===== src/rtl/decode_pipe_if.sv =====
// Bundle of decode-stage signals between the fetch/writeback side (master)
// and the decode pipeline register (slave).
//   master: drives decode fields, writeback port and pipeline controls
//   slave : decode_pipe, drives the registered decode results
// DATA_W and ADDR_W must match the decode_pipe instance (ADDR_W = log2(NREGS)).
interface decode_pipe_if #(
  parameter int DATA_W = 32,
  parameter int ADDR_W = 4
);
  // Decode inputs
  logic              in_valid;
  logic [ADDR_W-1:0] Rn;
  logic [ADDR_W-1:0] Rm;
  logic [ADDR_W-1:0] Rd;
  logic [1:0]        RegSrc;
  logic [DATA_W-1:0] PCPlus4;

  // Writeback port
  logic              WE3;
  logic [ADDR_W-1:0] WA3;
  logic [DATA_W-1:0] WD3;

  // Pipeline control
  logic              stall;
  logic              flush;

  // Registered decode results
  logic              out_valid;
  logic [DATA_W-1:0] RD1_q;
  logic [DATA_W-1:0] RD2_q;
  logic [ADDR_W-1:0] Rd_q;

  modport master (
    output in_valid, Rn, Rm, Rd, RegSrc, PCPlus4,
    output WE3, WA3, WD3,
    output stall, flush,
    input  out_valid, RD1_q, RD2_q, Rd_q
  );

  modport slave (
    input  in_valid, Rn, Rm, Rd, RegSrc, PCPlus4,
    input  WE3, WA3, WD3,
    input  stall, flush,
    output out_valid, RD1_q, RD2_q, Rd_q
  );
endinterface


===== src/rtl/decode_pipe.sv =====
// Decode stage: register file read plus the decode/execute pipeline register.
//  - NREGS-1 writable registers; the top index (NREGS-1) reads as the PC
//    (PCPlus4 + PC_OFFSET) and ignores writes.
//  - Pipeline register is a two-state EMPTY/FULL machine with flush over stall.
//  - Synchronous active-high reset clears the register file and the pipeline.
// Optional feature: define DECODE_PIPE_BYPASS_EN to forward the writeback data
// to a same-cycle read of the register being written.
module decode_pipe #(
  parameter int DATA_W    = 32,
  parameter int NREGS     = 16,
  parameter int PC_OFFSET = 4
) (
  input  logic         clk,
  input  logic         reset,
  decode_pipe_if.slave bus
);

  localparam int ADDR_W = $clog2(NREGS);
  localparam logic [ADDR_W-1:0] PC_IDX = ADDR_W'(NREGS - 1);

  // Elaboration-time sanity of the register count.
  if (NREGS < 4 || (NREGS & (NREGS - 1)) != 0) begin : g_bad_nregs
    $error("decode_pipe: NREGS must be a power of two and at least 4");
  end

  typedef enum logic {
    EMPTY = 1'b0,
    FULL  = 1'b1
  } pipe_state_e;

  // Register file: indices 0..NREGS-2 only; index NREGS-1 is the PC.
  logic [DATA_W-1:0] regs [NREGS-1];

  logic [ADDR_W-1:0] ra1;
  logic [ADDR_W-1:0] ra2;
  logic [DATA_W-1:0] pc_value;
  logic              write_hit;
  logic [DATA_W-1:0] rd1_data;
  logic [DATA_W-1:0] rd2_data;

  pipe_state_e       state;
  logic [DATA_W-1:0] rd1_q;
  logic [DATA_W-1:0] rd2_q;
  logic [ADDR_W-1:0] rdest_q;

  assign pc_value  = bus.PCPlus4 + DATA_W'(PC_OFFSET);
  assign write_hit = bus.WE3 && (bus.WA3 != PC_IDX);

  // One read port: PC at the top index, optional write bypass, else the array.
  function automatic logic [DATA_W-1:0] read_port(input logic [ADDR_W-1:0] addr);
    logic [DATA_W-1:0] value;
    if (addr == PC_IDX) begin
      value = pc_value;
    end else begin
      value = regs[addr];
`ifdef DECODE_PIPE_BYPASS_EN
      if (write_hit && (bus.WA3 == addr)) begin
        value = bus.WD3;
      end
`endif
    end
    return value;
  endfunction

  // Read address selection and register file read.
  // NOTE: every always_comb output gets a default assignment at the top so no
  // path can leave it unassigned and infer a latch.
  always_comb begin
    ra1      = bus.Rn;
    ra2      = bus.Rm;
    if (bus.RegSrc[0]) begin
      ra1 = PC_IDX;
    end
    if (bus.RegSrc[1]) begin
      ra2 = bus.Rd;
    end
    rd1_data = read_port(ra1);
    rd2_data = read_port(ra2);
  end

  // Register file write; reset wins over a coincident write.
  // NOTE: the array is reset explicitly because architectural state must read
  // as zero after reset; this rules out a RAM macro, which is fine at this size.
  always_ff @(posedge clk) begin
    if (reset) begin
      for (int i = 0; i < NREGS - 1; i++) begin
        regs[i] <= '0;
      end
    end else if (write_hit) begin
      regs[bus.WA3] <= bus.WD3;
    end
  end

  // Decode/execute pipeline register: reset > flush > stall > load.
  // NOTE: sequential state is updated with non-blocking assignments so every
  // register samples pre-edge values regardless of statement order.
  always_ff @(posedge clk) begin
    if (reset) begin
      state   <= EMPTY;
      rd1_q   <= '0;
      rd2_q   <= '0;
      rdest_q <= '0;
    end else if (bus.flush) begin
      state <= EMPTY;
    end else if (!bus.stall) begin
      state   <= bus.in_valid ? FULL : EMPTY;
      rd1_q   <= rd1_data;
      rd2_q   <= rd2_data;
      rdest_q <= bus.Rd;
    end
  end

  // Registered results onto the interface.
  assign bus.out_valid = (state == FULL);
  assign bus.RD1_q     = rd1_q;
  assign bus.RD2_q     = rd2_q;
  assign bus.Rd_q      = rdest_q;

endmodule


===== src/flat_wrapper.sv =====
// flat-port wrapper written by rule: the top's interface ports become plain ports
module decode_pipe_flat 
#(
  parameter int DATA_W    = 32,
  parameter int NREGS     = 16,
  parameter int PC_OFFSET = 4
)
  (clk, reset, bus_in_valid, bus_Rn, bus_Rm, bus_Rd, bus_RegSrc, bus_PCPlus4, bus_WE3, bus_WA3, bus_WD3, bus_stall, bus_flush, bus_out_valid, bus_RD1_q, bus_RD2_q, bus_Rd_q);
  decode_pipe_if #(.DATA_W(DATA_W)) bus_i ();
  input  logic clk;
  input  logic reset;
  input wire logic [$bits(bus_i.in_valid)-1:0] bus_in_valid;
  input wire logic [$bits(bus_i.Rn)-1:0] bus_Rn;
  input wire logic [$bits(bus_i.Rm)-1:0] bus_Rm;
  input wire logic [$bits(bus_i.Rd)-1:0] bus_Rd;
  input wire logic [$bits(bus_i.RegSrc)-1:0] bus_RegSrc;
  input wire logic [$bits(bus_i.PCPlus4)-1:0] bus_PCPlus4;
  input wire logic [$bits(bus_i.WE3)-1:0] bus_WE3;
  input wire logic [$bits(bus_i.WA3)-1:0] bus_WA3;
  input wire logic [$bits(bus_i.WD3)-1:0] bus_WD3;
  input wire logic [$bits(bus_i.stall)-1:0] bus_stall;
  input wire logic [$bits(bus_i.flush)-1:0] bus_flush;
  output wire logic [$bits(bus_i.out_valid)-1:0] bus_out_valid;
  output wire logic [$bits(bus_i.RD1_q)-1:0] bus_RD1_q;
  output wire logic [$bits(bus_i.RD2_q)-1:0] bus_RD2_q;
  output wire logic [$bits(bus_i.Rd_q)-1:0] bus_Rd_q;
  assign bus_i.in_valid = bus_in_valid;
  assign bus_i.Rn = bus_Rn;
  assign bus_i.Rm = bus_Rm;
  assign bus_i.Rd = bus_Rd;
  assign bus_i.RegSrc = bus_RegSrc;
  assign bus_i.PCPlus4 = bus_PCPlus4;
  assign bus_i.WE3 = bus_WE3;
  assign bus_i.WA3 = bus_WA3;
  assign bus_i.WD3 = bus_WD3;
  assign bus_i.stall = bus_stall;
  assign bus_i.flush = bus_flush;
  assign bus_out_valid = bus_i.out_valid;
  assign bus_RD1_q = bus_i.RD1_q;
  assign bus_RD2_q = bus_i.RD2_q;
  assign bus_Rd_q = bus_i.Rd_q;
  decode_pipe #(.DATA_W(DATA_W), .NREGS(NREGS), .PC_OFFSET(PC_OFFSET)) u_core (.clk(clk), .reset(reset), .bus(bus_i));
endmodule

===== config.mk =====
export PLATFORM = sky130hd
export DESIGN_NAME = decode_pipe_flat
export DESIGN_NICKNAME = d
export VERILOG_FILES = /design/src/rtl/decode_pipe_if.sv /design/src/rtl/decode_pipe.sv /design/src/flat_wrapper.sv
export SDC_FILE = /design/constraint.sdc
export NUM_CORES = 1
export LEC_CHECK = 0
export BUFFER_PORTS_ARGS = -buffer_cell sky130_fd_sc_hd__buf_2
export CORE_MARGIN = 2
export CORE_UTILIZATION = 40
export CTS_BUF_LIST = sky130_fd_sc_hd__clkbuf_4
export DETAILED_ROUTE_END_ITERATION = 8
export PLACE_DENSITY = 0.54
export SETUP_SLACK_MARGIN = 0.15
export SYNTH_ARGS = -nofsm -noshare
export SYNTH_HDL_FRONTEND = slang
export SYNTH_SLANG_ARGS = --single-unit

===== constraint.sdc =====
create_clock -name clk -period 2.59 [get_ports clk]
set_clock_uncertainty 0.15 [all_clocks]
set_input_delay 0.518 -clock clk [delete_from_list [all_inputs] [get_ports clk]]
set_output_delay 0.518 -clock clk [all_outputs]
set_load 0.03 [all_outputs]

# Word-level counts from Yosys, hierarchy flattened
# Memory sizes are Yosys's and may differ from the RTL's.
# Cells that the tools add are included.
[totals]
out_inout_bits = 69
input_bits = 88
ram_bits = 480
mem_bits_ro = 0
memories = 1
elab_cells = 28
latch_bits = 0
reg_bits = 69
[classes]
div = 0
n_shift = 0
n_lt_le_gt_ge = 0
n_mux = 13
n_addsub = 1
eq_ne = 3
bitwise_logic = 2
reduce_logical = 4
mul = 0
[memory_table]
columns = ["memory", "depth", "width", "rd", "rd_clocked_by_memory_dff", "write_ports", "line", "rtl"]
rows = [
  ["u_core.regs", 15, 32, 2, 0, 15, "decode_pipe.sv:32", "logic [DATA_W-1:0] regs [NREGS-1];"],
]
[op_table]
columns = ["cell", "n"]
rows = [
  ["two-way mux 32 bit", 3],
  ["adder 32 x 3 -> 32 bit, second input constant", 1],
  ["OR reduction 32 bit", 1],
  ["two-way mux 4 bit", 3],
  ["equality test 4 bit, second input constant", 2],
  ["two-way mux 1 bit", 7],
  ["inequality test 4 bit, second input constant", 1],
  ["NOT 1 bit", 2],
  ["AND reduction 2 bit", 1],
  ["OR reduction 2 bit", 1],
  ["logical AND 1 bit", 1],
]

# Logic depth before layout (Yosys ltp)
# Gate-level depths: netlist (run 1).
[depth]
word_depth = 7
mapped_depth = 11
ltp_nobuf = 8

# Worst setup path before layout (run 1)
# No wires, ideal clock.
[synth_path]
kind = "input to register"
start = "in reset"
end = "mem u_core.regs[0][0] (enable)"
required_ps = 2065
setup_slack_ps = 195
path_buffers = 0
path_stages = 4
arrival_ps = 1871
setup_time_ps = 375
cell_sequence = "nand2b_1 > or3_1 > nor3_1 > or2_2"
[synth_rtl]
columns = ["item", "line", "rtl"]
rows = [
  ["start, declared", "flat_wrapper.sv:11", "input logic reset;"],
  ["end, declared", "decode_pipe.sv:32", ""],
]

# Worst setup path in the final report (run 1)
[layout_path]
start = "in bus_Rd[0]"
end = "reg u_core.rd2_q[1], in the netlist u_core.bus.RD2_q[1]"
[layout_via]
elab_chain_len = 3
word_cells_on_any_way = 4
cone_classes = "eq/ne: 1; mux: 2; memory: 1"
[layout_lines]
columns = ["item", "line", "rtl"]
rows = [
  ["start, declared", "flat_wrapper.sv:15", "input wire logic [$bits(bus_i.Rd)-1:0] bus_Rd;"],
  ["two-way mux 4 bit *", "decode_pipe.sv:74", "if (bus.RegSrc[1]) begin"],
  ["memory (15 x 32 bit) / equality test 4 bit (equally long branches)", "-", ""],
  ["two-way mux 32 bit *", "decode_pipe.sv:52", "if (addr == PC_IDX) begin"],
  ["end signal, assigned", "decode_pipe.sv:108", "rd2_q <= rd2_data;"],
  ["end, declared", "decode_pipe.sv:43", "logic [DATA_W-1:0] rd2_q;"],
]
# Mark *: on every way between the ends. The rest lies on a longest branch, timed or not.
# A chain may end at the register's enable or synchronous reset.

==> results of run 1 <==
## repair_timing
action / CTS / global route
endpoints found under the hold margin: 574 / 0
endpoints found under the setup margin: 37 / 8
hold buffers: 88 / 0
gates resized for setup: 79 / 16
setup buffers: 0 / 2
pin swaps: 0 / 3
## stage by stage
step	cell area (µm²)	setup TNS [ps]	setup slack [ps]	instances	power, µW
4_1_cts	42550	0	102.6	5236	24840
3_5_place_dp	39320	-11770	-806.1	4843	15840
3_3_place_gp	39320	-10550	-812.0	4843	15790
2_1_floorplan	33650	0	194.8	3441	13270
5_1_grt	42630	0	147.2	5239	25730
6_report	42650	0	122.5	5248	24970
## sequential cells by signal, indices dropped and copies added (netlist names)
| name | cells |
|---|---|
| u_core.bus.RD1_q | 32 |
| u_core.bus.RD2_q | 32 |
| u_core.bus.Rd_q | 4 |
| u_core.bus.out_valid | 1 |
| u_core.regs | 506 |
## routing by layer
| metal | routed length [µm] | track usage [%] |
|---|---|---|
| met1 | 68210 | 52.98 |
| met2 | 72540 | 57.48 |
| met3 | 22750 | 12.37 |
| met4 | 8471 | 17.89 |
| met5 | 27 | 0 |
## kinds of logic after synthesis
| kind of cell | synth area share, % |
|---|---|
| compound gates | 21.96 |
| xor+xnor | 0.7307 |
| other cells | 0.01117 |
| flops | 49.39 |
| fa+ha+maj | 0.03728 |
| buf+inv | 5.626 |
| mux | 5.056 |
| simple gates | 17.19 |
## critical path, cell delays in order
cell,delay [ps]
buf_6,190
dlygate4sd3_1,690
buf_4,260
buf_4,220
a21oi_1,90
a21oi_1,210
o221ai_1,150
a32o_1,260
nor4_4,370
buf_4,190
o21ai_0,70
## cells in the final DEF (no fill, tap or decap), drive strengths merged, types with 88 or more instances in the layout
master / instances
a21oi: 316
and2: 485
buf: 662
clkbuf: 240
edfxtp: 506
inv: 95
mux2i: 88
nand2: 184
nor2: 220
o211ai: 95
o21ai: 284
## worst paths after layout
path / startpoint / to / slack (ps) / depth (start not counted)
setup / recovery: bus_Rd[0] / u_core.bus.RD2_q[1] / 120 / 11
hold / removal: bus_WA3[2] / u_core.regs[0][11] / 110 / 4
setup reg to reg: u_core.regs[6][16] / u_core.bus.RD1_q[16] / 310 / 7
hold reg to reg: u_core.bus.RD1_q[2] / u_core.bus.RD1_q[2] / 290 / 2
## power breakdown
group	leakage (µW)	switching, µW	total (µW)	internal, µW
combinational	0.00964	3120	4930	1820
clock	0.00127	4450	8950	4500
sequential	0.00541	448	11100	10600
## cell type report
cell class | count | area (µm²)
antenna | 11 | 27.53
clock buffer | 239 | 1794
clock inverter | 66 | 370.4
fill | 7664 | 40770
inverter | 92 | 345.3
multi-input combinational | 2435 | 15440
sequential | 575 | 16640
tap | 1080 | 1351
timing repair buffer | 750 | 6684
==> results.cfg, run 1 <==
[route]
drt_pass1_iterations = 6
drt_iter0_drc = 5080
ant_nets = 0
wl_um = 172000
vias_per_cell = 6.370
vias = 33430
avgRoutedWirePerCell_um = 32.77
post-route-drc-count = 0

[yosys]
async_reset_ff_share_pct = 0
ys_warn_count = 0
synth.top_cells.by_count = edfxtp_1, and2_1, a21oi_1
synth_top_area_share_pct = 45.28
ys_ff_latch = 575
yosysMostFrequentCell = edfxtp_1
synth_cell_type_count = 85
netlist_top_cells_area = edfxtp_1, and2_1, a21oi_1, o21ai_0, dfxtp_1
synth_edf_count = 506
synth_top_flop_cell = edfxtp_1
yosys.area.top_type = edfxtp_1
synth-seq-area-share_pct = 49.39
syn_avg_cell_area_um2 = 9.824
syn_inst = 3416
syn_area_um2 = 33560

[clock_tree]
cts_root_buf = clkbuf_4
cts_tree = built
clk_path_buf_depth = 3
numClockSinks = 575
numCtsBuffers = 167
clk_latency_ps = 1100
path_clk_slew_ps = 70
cts_htree_levels = 4

[floorplanning]
die-area_um2 = 86230
start_util_pct = 40.23
die_y_um = 293.7
pin_count = 157
dieWidth_um = 293.7
core_area_um2 = 83420
placementRows = 106

[worst_setup_path]
path_class = input pin to flop
cp.required_ps = 3380
cp.arrival_ps = 3260
cp-end-kind = flop
startpoint_type = input pin
crit_path_max_fanout = 12

[global_route]
grt_overflow = 0
antenna_found_initial = 21
grt_pass1_vias = 32040
grt.total_usage_pct = 39.26
grt_pass1_wl_um = 238700
grt_max_degree = 58

[sta]
hold-worst-slack_ps = 105.6
fmax_ghz = 0.4053
relSlewSlack_pct = 39.94
slew_violations = 0
tightest_slew_ps = 889.6
fin_crit_sh_pct = 95.27
finalHoldViolCount = 0
setup_viol = 0
min_period_ps = 2468
rsz0062_at_grt = no

[hold_path]
holdCritPathClass = input pin to flop

[place]
routabilityCongestion = 0.9850
port_buffers = 156
place_hpwl_um = 120100

[cells_and_area]
syn_to_final_growth_pct = 27.09
drive_gt1_share_pct = 25.57
final_nets = 4110
final_util_pct = 51.13

[power]
power_density_nw_per_um2 = 585.5
ir_drop_mv = 0.3474
p_leak_uw = 0.01633

[run]
max-cap-violations = 0

[run_status]
status = completed
No activity file was read; power rests on OpenSTA's default activity.
==> run 2, diff against run 1 <==
Settings changed: ABC_AREA from default to 1.
==> run 2 against run 1 <==
  * Count of clock-buffer cells in the layout is 10 higher
  * Worst hold slack worse by 23 ps
  * Cell area is 6.8% lower
  * Setup slack better by 16 ps
  * Final cell count is 8.8% higher
  * Critical path depth is 2 higher
  * Via count is 6.9% lower
  * Core utilization is 1.5 points lower
  * Largest cell class unchanged
==> results.cfg, run 2 <==
[run_status]
status = completed

[sta]
slew_violations = 0
relSlewSlack_pct = 53.70
setup-tns-final_ps = 0
min_period_ps = 2451
hold-worst-slack_ps = 82.84
fmax_ghz = 0.4080
setup_viol = 0
rsz0062_at_grt = yes
finalHoldViolCount = 0
tightest_slew_ps = 693.7
fin_crit_sh_pct = 94.64

[global_route]
antenna_found_initial = 9
grt_overflow = 0
grt_pass1_vias = 29010
grtUsageMet1_pct = 45.70
met2_usage_pct = 50.28
grt.total_usage_pct = 33.23
grt.busiest_layer = met2
grt_pass1_wl_um = 197900
globalRouteMet3Util_pct = 9.049
grt_max_degree = 67

[cells_and_area]
final_common_cell = nand2_1
top_register = u_core.regs
final_nets = 4606
mostFrequentLayoutCells = nand2_1, nor2_1, edfxtp_1
syn_to_final_growth_pct = 23.41
drive_gt1_share_pct = 16.25
fin_cells = 5708
largest_reg_flops = 512
finish.instance_area_um2 = 39750

[place]
placed_cells = 5294
routabilityCongestion = 0.9453
port_buffers = 156
placed_area_um2 = 36300
place_hpwl_um = 91450

[yosys]
synth_edf_count = 512
synth_cell_type_count = 38
synth_top_area_share_pct = 47.73
syn_inst = 4101
yosys.area.top_type = edfxtp_1
ys_ff_latch = 581
syn_avg_cell_area_um2 = 7.855
yosysMostFrequentCell = nand2_1
synth.top_cells.by_count = nand2_1, nor2_1, edfxtp_1
netlist_top_cells_area = edfxtp_1, nand2_1, nand3_1, nor2_1, inv_1
synth_top_flop_cell = edfxtp_1
syn_area_um2 = 32210
async_reset_ff_share_pct = 0
synth-seq-area-share_pct = 52.02
ys_warn_count = 0

[power]
pwr-share-seq_pct = 45.1
p_int_uw = 16960
swShare_pct = 30.42
power_density_nw_per_um2 = 613.3
ir_drop_mv = 0.4076
p_sw_uw = 7417
power_frac_comb_pct = 18.4
p_leak_uw = 0.01775
clkPwrFrac_pct = 36.5

[worst_setup_path]
rr_worst_depth = 7
startpoint_type = input pin
path_class = input pin to flop
worstReg2RegStart = u_core.regs[8][7]
cp-startpoint = bus_PCPlus4[9]
cp.arrival_ps = 3200
reg2reg_to = u_core.bus.RD1_q[7]
crit_path_max_fanout = 3
cp-end-kind = flop
ff2ff_setup_slack_ps = 490
critPathCapture = u_core.bus.RD1_q[31]
cp.required_ps = 3340

[floorplanning]
die_y_um = 287.8
placementRows = 104
pin_count = 157
core_area_um2 = 80160
dieWidth_um = 287.8
start_util_pct = 40.19
die-area_um2 = 82820

[hold_path]
holdCritPathClass = input pin to flop

[route]
drt_iter0_drc = 4050
vias = 31140
drt_pass1_iterations = 6
ant_nets = 0
avgRoutedWirePerCell_um = 24.32
post-route-drc-count = 0
vias_per_cell = 5.455
wl_um = 138800

[clock_tree]
clk_path_buf_depth = 3
cts_htree_levels = 4
numClockSinks = 581
numCtsBuffers = 163
cts_root_buf = clkbuf_4
path_clk_slew_ps = 60
cts_tree = built
clk_latency_ps = 1060

[run]
max-cap-violations = 0
-- run 2: changes by cell type after synthesis, sizes merged, moves of 38 or more --
cell | before | now
a211oi | 79 | 0
a21oi | 316 | 229
o22ai | 87 | 0
nor2b | 45 | 0
o31ai | 38 | 0
inv | 90 | 496
o21ai | 284 | 170
nand2 | 184 | 1064
nand3 | 40 | 456
mux2i | 88 | 1
and2 | 485 | 0
nor2 | 220 | 606
-- run 2: critical path, cell delays in order --
cell           delay, ps
dlygate4sd3_1        530
buf_2                130
nand2_1              100
nor2_1               180
nand2_1              130
nor2_4               130
nand2_1               60
nand2_1               50
dlygate4sd3_1        560
nand3_1               70
dlygate4sd3_1        560
nand3_1              100
a21oi_1               70
-- run 2: worst min-delay path by stage --
stage / from / depth (start not counted) / endpoint
final: bus_WD3[9] / 2 / u_core.regs[15][9]
after global routing: bus_WD3[9] / 2 / u_core.regs[15][9]
after CTS: bus_PCPlus4[3] / 6 / u_core.bus.RD2_q[5]
after detailed placement: u_core.bus.RD2_q[26] / 2 / u_core.bus.RD2_q[26]
after global placement: u_core.bus.RD2_q[21] / 2 / u_core.bus.RD2_q[21]
after floorplan: bus_flush / 1 / u_core.bus.out_valid
-- run 2: per-stage QoR --
stage | total power, µW | utilization [%] | worst slack (ps)
2_1_floorplan | 13380 | - | -73.00
3_3_place_gp | 15380 | 45.29 | -83.46
3_5_place_dp | 15390 | 45.29 | -95.13
4_1_cts | 24390 | 49.49 | 125.7
5_1_grt | 25330 | 49.59 | 18.75
6_report | 24380 | 49.59 | 138.9
-- run 2: kinds of logic (layout without fill, tap and decap cells) --
family	count (synthesis)	in the layout	share of synthesized area (%)
mux	1	1	0.03107
flops	581	581	52.02
buf+inv	799	1313	10.07
other cells	1	34	0.01164
compound gates	553	553	10.12
simple gates	2154	2154	27.41
fa+ha+maj	1	1	0.03883
xor+xnor	11	11	0.2991
-- run 2: per-layer routing --
metal,part of all wire (%),vias to the layer above
met5,0.083,-
li1,-,14340
met4,3.2,10
met3,12,262
met1,41,14640
met2,44,1886
-- run 2: final cells by class --
class                      count  area, µm²
clock buffer                 249       1869
tap                         1060       1326
timing repair buffer         523       5086
multi-input combinational   2752      12540
antenna                        2      5.005
sequential                   581      16780
clock inverter                45      289.0
inverter                     496       1866
fill                        7929      40400
-- run 2: timing repair --
action | in CTS | in global routing
hold buffers | 113 | 0
hold endpoints to repair | 540 | 0
pin swaps | 0 | 6
resized for setup | 35 | 16
setup endpoints to repair | 21 | 4
setup buffers | 0 | 6
-- run 2: power groups by stage --
stage | registers (µW) | clock network [µW] | logic, µW
final | 11000 | 8910 | 4480
after global routing | 11000 | 9520 | 4770
after CTS | 11000 | 9030 | 4370
after detailed placement | 11200 | 0 | 4210
after global placement | 11200 | 0 | 4210
after floorplan | 11200 | 0 | 2150
